[config.mk]
export PLATFORM = sky130hd
export DESIGN_NAME = fazyrv_ram_sched
export DESIGN_NICKNAME = d
export VERILOG_FILES = /design/src/rtl/fazyrv_ram_sched.sv
export SDC_FILE = /design/constraint.sdc
export NUM_CORES = 1
export LEC_CHECK = 0
export CORE_AREA = 2 2 120 122
export CTS_BUF_LIST = sky130_fd_sc_hd__clkbuf_4
export DETAILED_ROUTE_END_ITERATION = 12
export DIE_AREA = 0 0 122 124
export GPL_TIMING_DRIVEN = 1
export PLACE_DENSITY_LB_ADDON = 0.05
export SYNTH_ARGS = -nofsm -noshare
export SYNTH_HDL_FRONTEND = slang
export SYNTH_SLANG_ARGS = --single-unit
[constraint.sdc]
create_clock -name clk_i -period 1.65 [get_ports clk_i]
set_clock_uncertainty 0.1 [all_clocks]
set_input_delay 0.2475 -clock clk_i [delete_from_list [all_inputs] [get_ports clk_i]]
set_output_delay 0.2475 -clock clk_i [all_outputs]
set_load 0.1 [all_outputs]
[src/rtl/fazyrv_ram_sched.sv]
// rtl/fazyrv_ram_sched.sv - RAM scheduler/arbiter with zero-fill for a dual-read/single-write RAM
//
// Purpose: shares one registered-read RAM between client 0 (register file,
// dual read + write) and client 1 (debug/loader, single port). Zero-fills the
// RAM after reset or on clr_i. One RAM operation per cycle, either a write or
// a dual read.
//
// Ports:
//   clk_i, rst_i                 clock, async active-high reset
//   clr_i, clr_busy_o            restart zero-fill / fill in progress
//   c0_w*                        client 0 write request, address, data, grant
//   c0_r*                        client 0 dual read request, addresses, grant,
//                                valid, data
//   c1_*                         client 1 single-port request, grant, valid, data
//   ram_*                        RAM write/read ports

module fazyrv_ram_sched #(
   parameter int REGW    = 32,
   parameter int ADRW    = 5,
   parameter int DEPTH   = 32,
   parameter int MAXWAIT = 4
) (
   input  logic            clk_i,
   input  logic            rst_i,
   input  logic            clr_i,
   output logic            clr_busy_o,
   input  logic            c0_wreq_i,
   input  logic [ADRW-1:0] c0_waddr_i,
   input  logic [REGW-1:0] c0_wdata_i,
   output logic            c0_wgnt_o,
   input  logic            c0_rreq_i,
   input  logic [ADRW-1:0] c0_raddr_a_i,
   input  logic [ADRW-1:0] c0_raddr_b_i,
   output logic            c0_rgnt_o,
   output logic            c0_rvalid_o,
   output logic [REGW-1:0] c0_rdata_a_o,
   output logic [REGW-1:0] c0_rdata_b_o,
   input  logic            c1_req_i,
   input  logic            c1_we_i,
   input  logic [ADRW-1:0] c1_addr_i,
   input  logic [REGW-1:0] c1_wdata_i,
   output logic            c1_gnt_o,
   output logic            c1_rvalid_o,
   output logic [REGW-1:0] c1_rdata_o,
   output logic            ram_we_o,
   output logic [ADRW-1:0] ram_waddr_o,
   output logic [REGW-1:0] ram_wdata_o,
   output logic [ADRW-1:0] ram_raddr_a_o,
   output logic [ADRW-1:0] ram_raddr_b_o,
   input  logic [REGW-1:0] ram_rdata_a_i,
   input  logic [REGW-1:0] ram_rdata_b_i
);

   localparam int WCW = $clog2(MAXWAIT + 1);

   typedef enum logic {S_CLEAR, S_IDLE} state_t;

   state_t          state_q, state_d;
   logic [ADRW-1:0] clr_ptr_q, clr_ptr_d;
   logic [WCW-1:0]  wait_cnt_q, wait_cnt_d;
   logic [ADRW-1:0] raddr_a_q, raddr_a_d;
   logic [ADRW-1:0] raddr_b_q, raddr_b_d;
   logic            rd_pend_q, rd_pend_d;
   logic            owner_q, owner_d;   // 0: client 0 read, 1: client 1 read
   logic            g_c0w, g_c0r, g_c1, starve;

   always_ff @(posedge clk_i or posedge rst_i) begin
      if (rst_i) begin
         state_q    <= S_CLEAR;
         clr_ptr_q  <= '0;
         wait_cnt_q <= '0;
         raddr_a_q  <= '0;
         raddr_b_q  <= '0;
         rd_pend_q  <= 1'b0;
         owner_q    <= 1'b0;
      end else begin
         state_q    <= state_d;
         clr_ptr_q  <= clr_ptr_d;
         wait_cnt_q <= wait_cnt_d;
         raddr_a_q  <= raddr_a_d;
         raddr_b_q  <= raddr_b_d;
         rd_pend_q  <= rd_pend_d;
         owner_q    <= owner_d;
      end
   end

   always_comb begin
      state_d     = state_q;
      clr_ptr_d   = clr_ptr_q;
      wait_cnt_d  = wait_cnt_q;
      raddr_a_d   = raddr_a_q;
      raddr_b_d   = raddr_b_q;
      owner_d     = owner_q;
      rd_pend_d   = 1'b0;
      g_c0w       = 1'b0;
      g_c0r       = 1'b0;
      g_c1        = 1'b0;
      starve      = 1'b0;
      ram_we_o    = 1'b0;
      ram_waddr_o = c0_waddr_i;
      ram_wdata_o = c0_wdata_i;
      case (state_q)
         S_CLEAR: begin
            ram_we_o    = 1'b1;
            ram_waddr_o = clr_ptr_q;
            ram_wdata_o = '0;
            wait_cnt_d  = '0;
            if (clr_ptr_q == ADRW'(DEPTH - 1)) begin
               state_d   = S_IDLE;
               clr_ptr_d = '0;
            end else begin
               clr_ptr_d = clr_ptr_q + ADRW'(1);
            end
         end
         S_IDLE: begin
            // A client 1 request refused MAXWAIT times overrides client 0.
            starve = c1_req_i && (wait_cnt_q == WCW'(MAXWAIT));
            if (starve)         g_c1  = 1'b1;
            else if (c0_wreq_i) g_c0w = 1'b1;
            else if (c0_rreq_i) g_c0r = 1'b1;
            else if (c1_req_i)  g_c1  = 1'b1;

            if (g_c0w) ram_we_o = 1'b1;
            if (g_c0r) begin
               raddr_a_d = c0_raddr_a_i;
               raddr_b_d = c0_raddr_b_i;
               rd_pend_d = 1'b1;
               owner_d   = 1'b0;
            end
            if (g_c1) begin
               if (c1_we_i) begin
                  ram_we_o    = 1'b1;
                  ram_waddr_o = c1_addr_i;
                  ram_wdata_o = c1_wdata_i;
               end else begin
                  raddr_a_d = c1_addr_i;
                  rd_pend_d = 1'b1;
                  owner_d   = 1'b1;
               end
            end

            if (!c1_req_i || g_c1)
               wait_cnt_d = '0;
            else if (wait_cnt_q != WCW'(MAXWAIT))
               wait_cnt_d = wait_cnt_q + WCW'(1);

            // Grants of this cycle still complete; the fill starts next cycle.
            if (clr_i) begin
               state_d   = S_CLEAR;
               clr_ptr_d = '0;
            end
         end
         default: state_d = S_CLEAR;
      endcase
   end

   assign clr_busy_o    = (state_q == S_CLEAR);
   assign c0_wgnt_o     = g_c0w;
   assign c0_rgnt_o     = g_c0r;
   assign c1_gnt_o      = g_c1;
   // Read addresses go to the RAM in the grant cycle and hold otherwise.
   assign ram_raddr_a_o = raddr_a_d;
   assign ram_raddr_b_o = raddr_b_d;
   assign c0_rvalid_o   = rd_pend_q && !owner_q;
   assign c1_rvalid_o   = rd_pend_q && owner_q;
   assign c0_rdata_a_o  = ram_rdata_a_i;
   assign c0_rdata_b_o  = ram_rdata_b_i;
   assign c1_rdata_o    = ram_rdata_a_i;

endmodule
==> results of run 1 <==
==> per-stage QoR <==
step	TNS, ns	area, um^2	power (mW)	worst slack [ns]
final	-29.38	4940	6.42	-0.650
after global routing	-35.28	4940	6.68	-0.744
after CTS	-31.58	4900	6.50	-0.672
after detailed placement	-36.15	4720	6.15	-0.696
after global placement	-36.61	4720	6.16	-0.700
after floorplan	-18.68	3060	5.29	-0.397
==> path summary, 6_finish.rpt <==
kind | from | slack (ns) | end | depth (start not counted)
worst min-delay path | rst_i | 0.08 | raddr_b_q[3]$_DFF_PP0_ | 3
worst min register to register | raddr_b_q[2]$_DFF_PP0_ | 0.44 | raddr_b_q[2]$_DFF_PP0_ | 1
min in group clk_i | ram_rdata_b_i[13] | 0.40 | c0_rdata_b_o[13] | 0
worst max-delay path | wait_cnt_q[0]$_DFFE_PP0P_ | -0.65 | ram_raddr_a_o[1] | 6
max in group asynchronous | rst_i | 1.12 | wait_cnt_q[1]$_DFFE_PP0P_ | 3
worst max register to register | wait_cnt_q[0]$_DFFE_PP0P_ | -0.01 | raddr_a_q[1]$_DFF_PP0_ | 5
==> per-layer routing <==
metal | part of all wire (%) | GRT usage, % | up-vias | wire, um
li1 | - | - | 1166 | -
met1 | 37 | 14.9 | 1127 | 3790
met4 | 1.0 | 2.87 | 0 | 108
met3 | 7.7 | 2.70 | 14 | 803
met5 | 0 | 0 | - | 0
met2 | 55 | 24.2 | 117 | 5680
==> logic make-up (layout without fill, tap and decap cells) <==
family                     Yosys count  in the layout
muxes                                5              5
buffers and inverters              124            191
DFF                                 21             21
and+or+nand+nor                     83             84
adders and majority gates            4              4
AOI/OAI and AO/OA                   86             86
xor gates and xnor gates             2              2
==> cell type report <==
type	instances	area (um^2)	share of cell area, %
inverter	7	38.8	0.785
timing repair buffer	180	2390	48.4
clock buffer	3	22.5	0.456
clock inverter	1	7.51	0.152
sequential	21	526	10.6
multi-input combinational	181	1730	35.1
tap	180	225	4.56
==> sequential cells by signal, summed over array words and instances (netlist names) <==
name / cells
clr_ptr_q: 5
owner_q: 1
raddr_a_q: 5
raddr_b_q: 5
rd_pend_q: 1
state_q: 1
wait_cnt_q: 3
==> critical path, delay by kind of cell, from the launching register on <==
kind / cells / cell delay, ns
DFF: 1 / 0.41
AOI/OAI and AO/OA: 1 / 0.41
and+or+nand+nor: 2 / 0.38
buffers and inverters: 2 / 0.24
adders and majority gates: 1 / 0.19
==> layout by cell type, fill, tap and decap left out, types with 2 or more instances in the layout <==
cell	netlist	layout
a21oi_4	0	32
a221o_4	0	5
a311o_2	0	4
and3_4	1	3
buf_12	0	62
buf_4	96	18
buf_6	1	9
clkbuf_4	0	3
clkdlybuf4s50_1	0	87
dfrtp_1	21	21
dlygate4sd2_1	0	3
ha_1	4	3
inv_1	6	4
inv_2	0	2
mux2_4	0	5
nand2_1	16	14
nand3_1	37	26
nand3_2	0	8
nand3_4	0	3
nor2_1	7	6
nor2b_1	6	4
nor3_1	10	8
nor3_2	0	2
o21ai_0	35	28
o21ai_1	0	4
o21ai_4	0	3
o2bb2ai_1	3	3
==> what timing repair did <==
item	in CTS	in global routing
pin swaps	4	3
gates cloned	1	0
setup buffers	5	2
endpoints found under the setup margin	62	57
gates resized for setup	32	11
==> power by group through the flow <==
| stage | Combinational (mW) | Sequential (mW) | Clock (mW) |
|---|---|---|---|
| after floorplan | 4.48 | 0.816 | 0 |
| after global placement | 5.30 | 0.854 | 0 |
| after detailed placement | 5.29 | 0.856 | 0 |
| after CTS | 5.36 | 0.849 | 0.294 |
| after global routing | 5.49 | 0.871 | 0.319 |
| final | 5.31 | 0.843 | 0.274 |
==> results.toml, run 1 <==
[outcome]
status = "finished with violations"
violations = "setup timing"

[synthesis]
synthMuxAreaShare_pct = 2.33
syn_area_per_cell_um2 = 7.43
syn_nets = 484
synth_compound_area_share_pct = 21.5
synth-xor-area-share_pct = 0.725
synth-simple-area-share_pct = 17.0
ys_warn_count = 0
synth_common_cells = "buf_4, nand3_1, o21ai_0"
postSynth.asyncResetShare_pct = 100
yosys.area.top_type_share_pct = 29.8
ys_seq_area_share_pct = 21.8
synth_top_family_by_area = "buffers and inverters"
yosysMostFrequentCell = "buf_4"
synthCells = 325
synth_top_area_cell = "buf_4"
synth_fa_ha_area_share_pct = 2.07
synthTopCellsByArea = "buf_4, dfrtp_1, nand3_1"
synth_edf_count = 0
synth-main-ff-cell = "dfrtp_1"
syn-cell-area_mm2 = 0.00242
ys_ff_latch = 21
ys_types = 33

[power_and_ir_drop]
p_int_mw = 2.86
vdd_drop_max_v = 0.00136
power_switching_mw = 3.56
clkPwrFrac_pct = 4.3
p_per_area_mw_per_mm2 = 1300
p_leak_nw = 1.77
p_seq_share_pct = 13.1
swShare_pct = 55.4
p_comb_share_pct = 82.6

[routing]
routed_wirelength_um = 10400
first_iter_violations = 66
wire_per_inst_um = 18.1
first_pass_iters = 4
routed_via_density = 4.23
vias = 2424
ant_nets = 0
drc = 0

[global_route]
grt_max_degree = 34
gr-usage-all-layers_pct = 12.9
antenna_found_initial = 0
grt_pass1_vias = 2584
overflow = 0
grt_pass1_wl_um = 15000

[timing]
fin_hold_ws_ns = 0.0828
fmax_ghz = 0.435
setup_viol = 56
rsz0062_at_grt = "yes"
post-route-min-period_ns = 2.30
fin_ws_ns = -0.650
slew_viol_final = 0
slew_headroom_pct = 67.7
min_period_over_period_pct = 139
finalHoldViolCount = 0
tightestPinTransition_ns = 0.484

[clock_network]
ctsHoldBuffers = 0
cts_made_buffers = 3
cts.sinks = 21
htree_levels = 1
clockRootBuffer = "clkbuf_4"
worst_skew_pair.late_latency_ns = 0.32
cts_tree = "built"
clockBufferDepth = 2
clkTransAtPathRegs_ns = 0.15

[critical_path]
cp.required_ns = 1.30
end_kind = "primary output"
cp_max_fo = 6
critical_path.slowest_cell = "dfrtp_1"
crit_chain = "inv_2, ha_4, nand3_4, and3_4, a221o_4, buf_12"
critPathKind = "flip-flop to primary output"
cp-start-kind = "flip-flop"
slowest_delay_ns = 0.41
arrival_ns = 1.95

[cells_and_area]
fin_util_pct = 36.0
layout.cells.non_filler = 573
drive_above_1_share_pct = 44.3
diodes = 0
fill_cells = 1388
nNetsFinal = 553
synthToLayoutAreaGrowth_pct = 105

[place]
dp.cells = 564
routabilityCongestion = 0.667
numPortBuffers = 144
hpwl_um = 8370

[flow_run]
cap_violations = 0

[die]
dieArea_mm2 = 0.0151
num_rows = 43
die_y_um = 124
initial_core_util_pct = 17.6
core_mm2 = 0.0137
io_pins = 305
die_width_um = 122

[worst_hold_path]
hold_class = "input port to asynchronous set/reset pin"
(Power assumes the default switching activity.)
==> run 2: changes to the inputs <==
--- a/config.mk
+++ b/config.mk
@@ -5,6 +5,7 @@
 export SDC_FILE = /design/constraint.sdc
 export NUM_CORES = 1
 export LEC_CHECK = 0
+export CAP_MARGIN = 20
 export CORE_AREA = 2 2 120 122
 export CTS_BUF_LIST = sky130_fd_sc_hd__clkbuf_4
 export DETAILED_ROUTE_END_ITERATION = 12
@@ -14,3 +15,4 @@
 export SYNTH_ARGS = -nofsm -noshare
 export SYNTH_HDL_FRONTEND = slang
 export SYNTH_SLANG_ARGS = --single-unit
+export TNS_END_PERCENT = 50
==> results.toml, run 2 (synthesis gave the netlist of run 1 again) <==
[clock_network]
ctsHoldBuffers = 0
clockRootBuffer = "clkbuf_4"
cts_tree = "built"
cts.sinks = 21
clockBufferDepth = 2
worst_skew_pair.late_latency_ns = 0.32
htree_levels = 1
clkTransAtPathRegs_ns = 0.14
cts_made_buffers = 3

[place]
place_ws_ns = -0.711
routabilityCongestion = 0.690
hpwl_um = 8340
numPortBuffers = 144

[flow_run]
cap_violations = 0

[routing]
routed_via_density = 4.29
ant_nets = 0
vias = 2492
drc = 0
routed_wirelength_um = 10600
first_pass_iters = 4
first_iter_violations = 55
wire_per_inst_um = 18.2

[die]
num_rows = 43
die_width_um = 122
die_y_um = 124
initial_core_util_pct = 17.6
core_mm2 = 0.0137
dieArea_mm2 = 0.0151
io_pins = 305

[power_and_ir_drop]
p_leak_nw = 1.83
power_switching_mw = 3.61
swShare_pct = 55.5
finalPower_mw = 6.50
p_int_mw = 2.89
p_seq_share_pct = 12.8
clkPwrFrac_pct = 4.2
p_per_area_mw_per_mm2 = 1270
vdd_drop_max_v = 0.00155
p_comb_share_pct = 83.0

[critical_path]
cp-start-kind = "flip-flop"
critPathKind = "flip-flop to primary output"
critical_path.slowest_cell = "dfrtp_1"
arrival_ns = 2.03
critPathBufInv = 5
worstSetupPathDepth = 9
crit_top_cell = "buf_12"
cp_max_fo = 8
crit_chain = "inv_2, ha_4, buf_6, o2bb2ai_4, buf_12, buf_12, nand3_2, a21oi_4, buf_12"
cp.required_ns = 1.30
slowest_delay_ns = 0.41
end_kind = "primary output"
reg2regPathDepth = 6
crit_start = "wait_cnt_q[1]$_DFFE_PP0P_"
critPathTopFamily = "buffers and inverters"
r2r_start = "wait_cnt_q[1]$_DFFE_PP0P_"

[timing]
post-route-min-period_ns = 2.37
rsz0062_at_grt = "yes"
setup_viol = 57
min_period_over_period_pct = 144
finalHoldViolCount = 0
fmax_ghz = 0.421
tightestPinTransition_ns = 0.355
fin_setup_tns_ns = -33.57
slew_headroom_pct = 76.1
slew_viol_final = 0
fin_hold_ws_ns = 0.143
fin_ws_ns = -0.723

[global_route]
gr-usage-all-layers_pct = 13.0
grt_max_degree = 22
antenna_found_initial = 0
overflow = 0
grt_pass1_wl_um = 15300
grt_pass1_vias = 2609

[cells_and_area]
diodes = 0
nNetsFinal = 561
fill_cells = 1372
layout_commonest_cell = "clkdlybuf4s50_1"
final_cell_mix = "clkdlybuf4s50_1, buf_12, a21oi_4, buf_4, dfrtp_1"
drive_above_1_share_pct = 47.9
synthToLayoutAreaGrowth_pct = 112
fin_util_pct = 37.3
top_regs = "clr_ptr_q: 5 flops, raddr_a_q: 5 flops, raddr_b_q: 5 flops"

[worst_hold_path]
hold_class = "input port to asynchronous set/reset pin"

[outcome]
status = "finished with violations"
violations = "setup timing"
==> run 2: final timing paths <==
check / endpoint / slack [ns]
min: raddr_a_q[1]$_DFF_PP0_ / 0.14
min reg2reg: raddr_b_q[4]$_DFF_PP0_ / 0.43
max: ram_wdata_o[21] / -0.72
min in group clk_i: c0_rdata_b_o[23] / 0.40
max in group asynchronous: state_q$_DFF_PP0_ / 1.05
max reg2reg: raddr_a_q[3]$_DFF_PP0_ / -0.08
==> run 2: power by group through the flow <==
| stage | combinational, mW | sequential [mW] | clock [mW] |
|---|---|---|---|
| 3_5_place_dp | 5.27 | 0.850 | 0 |
| 2_1_floorplan | 4.45 | 0.815 | 0 |
| 5_1_grt | 5.58 | 0.864 | 0.309 |
| 3_3_place_gp | 5.29 | 0.848 | 0 |
| 4_1_cts | 5.40 | 0.840 | 0.289 |
| 6_report | 5.39 | 0.835 | 0.273 |
==> run 2: routing by layer <==
| metal | GRT usage [%] | up-vias | routed length (um) |
|---|---|---|---|
| met5 | 0 | - | 0 |
| met4 | 3.38 | 0 | 191 |
| met3 | 3.11 | 23 | 887 |
| met2 | 24.0 | 121 | 5520 |
| met1 | 15.1 | 1165 | 3970 |
| li1 | - | 1183 | - |
==> run 2: cell type report <==
cell class / instances / area, um^2 / area share, %
clock buffers: 3 / 22.5 / 0.440
clock inverters: 1 / 7.51 / 0.147
inverters: 7 / 52.6 / 1.03
multi-input cells: 180 / 1770 / 34.5
flip-flops and latches: 21 / 527 / 10.3
well taps: 180 / 225 / 4.40
repair buffers: 189 / 2520 / 49.2
==> run 2: what timing repair did <==
item | 4_1_cts | 5_1_grt
buffers inserted | 6 | 5
gates cloned | 0 | 1
gates resized for setup | 48 | 35
pin swaps | 15 | 12
endpoints found under the setup margin | 60 | 63
==> run 2: worst register-to-register path: cells and delay by family (launching register included) <==
family / cells / cell delay (ns)
and+or+nand+nor: 2 / 0.33
AOI/OAI and AO/OA: 1 / 0.40
DFF: 1 / 0.41
buffers and inverters: 2 / 0.22
adders and majority gates: 1 / 0.15
==> run 2: per-stage QoR <==
stage | area, um^2 | cells
final | 5120 | 581
after global routing | 5120 | 581
after CTS | 4940 | 575
after detailed placement | 4680 | 565
after global placement | 4680 | 565
after floorplan | 3030 | 325
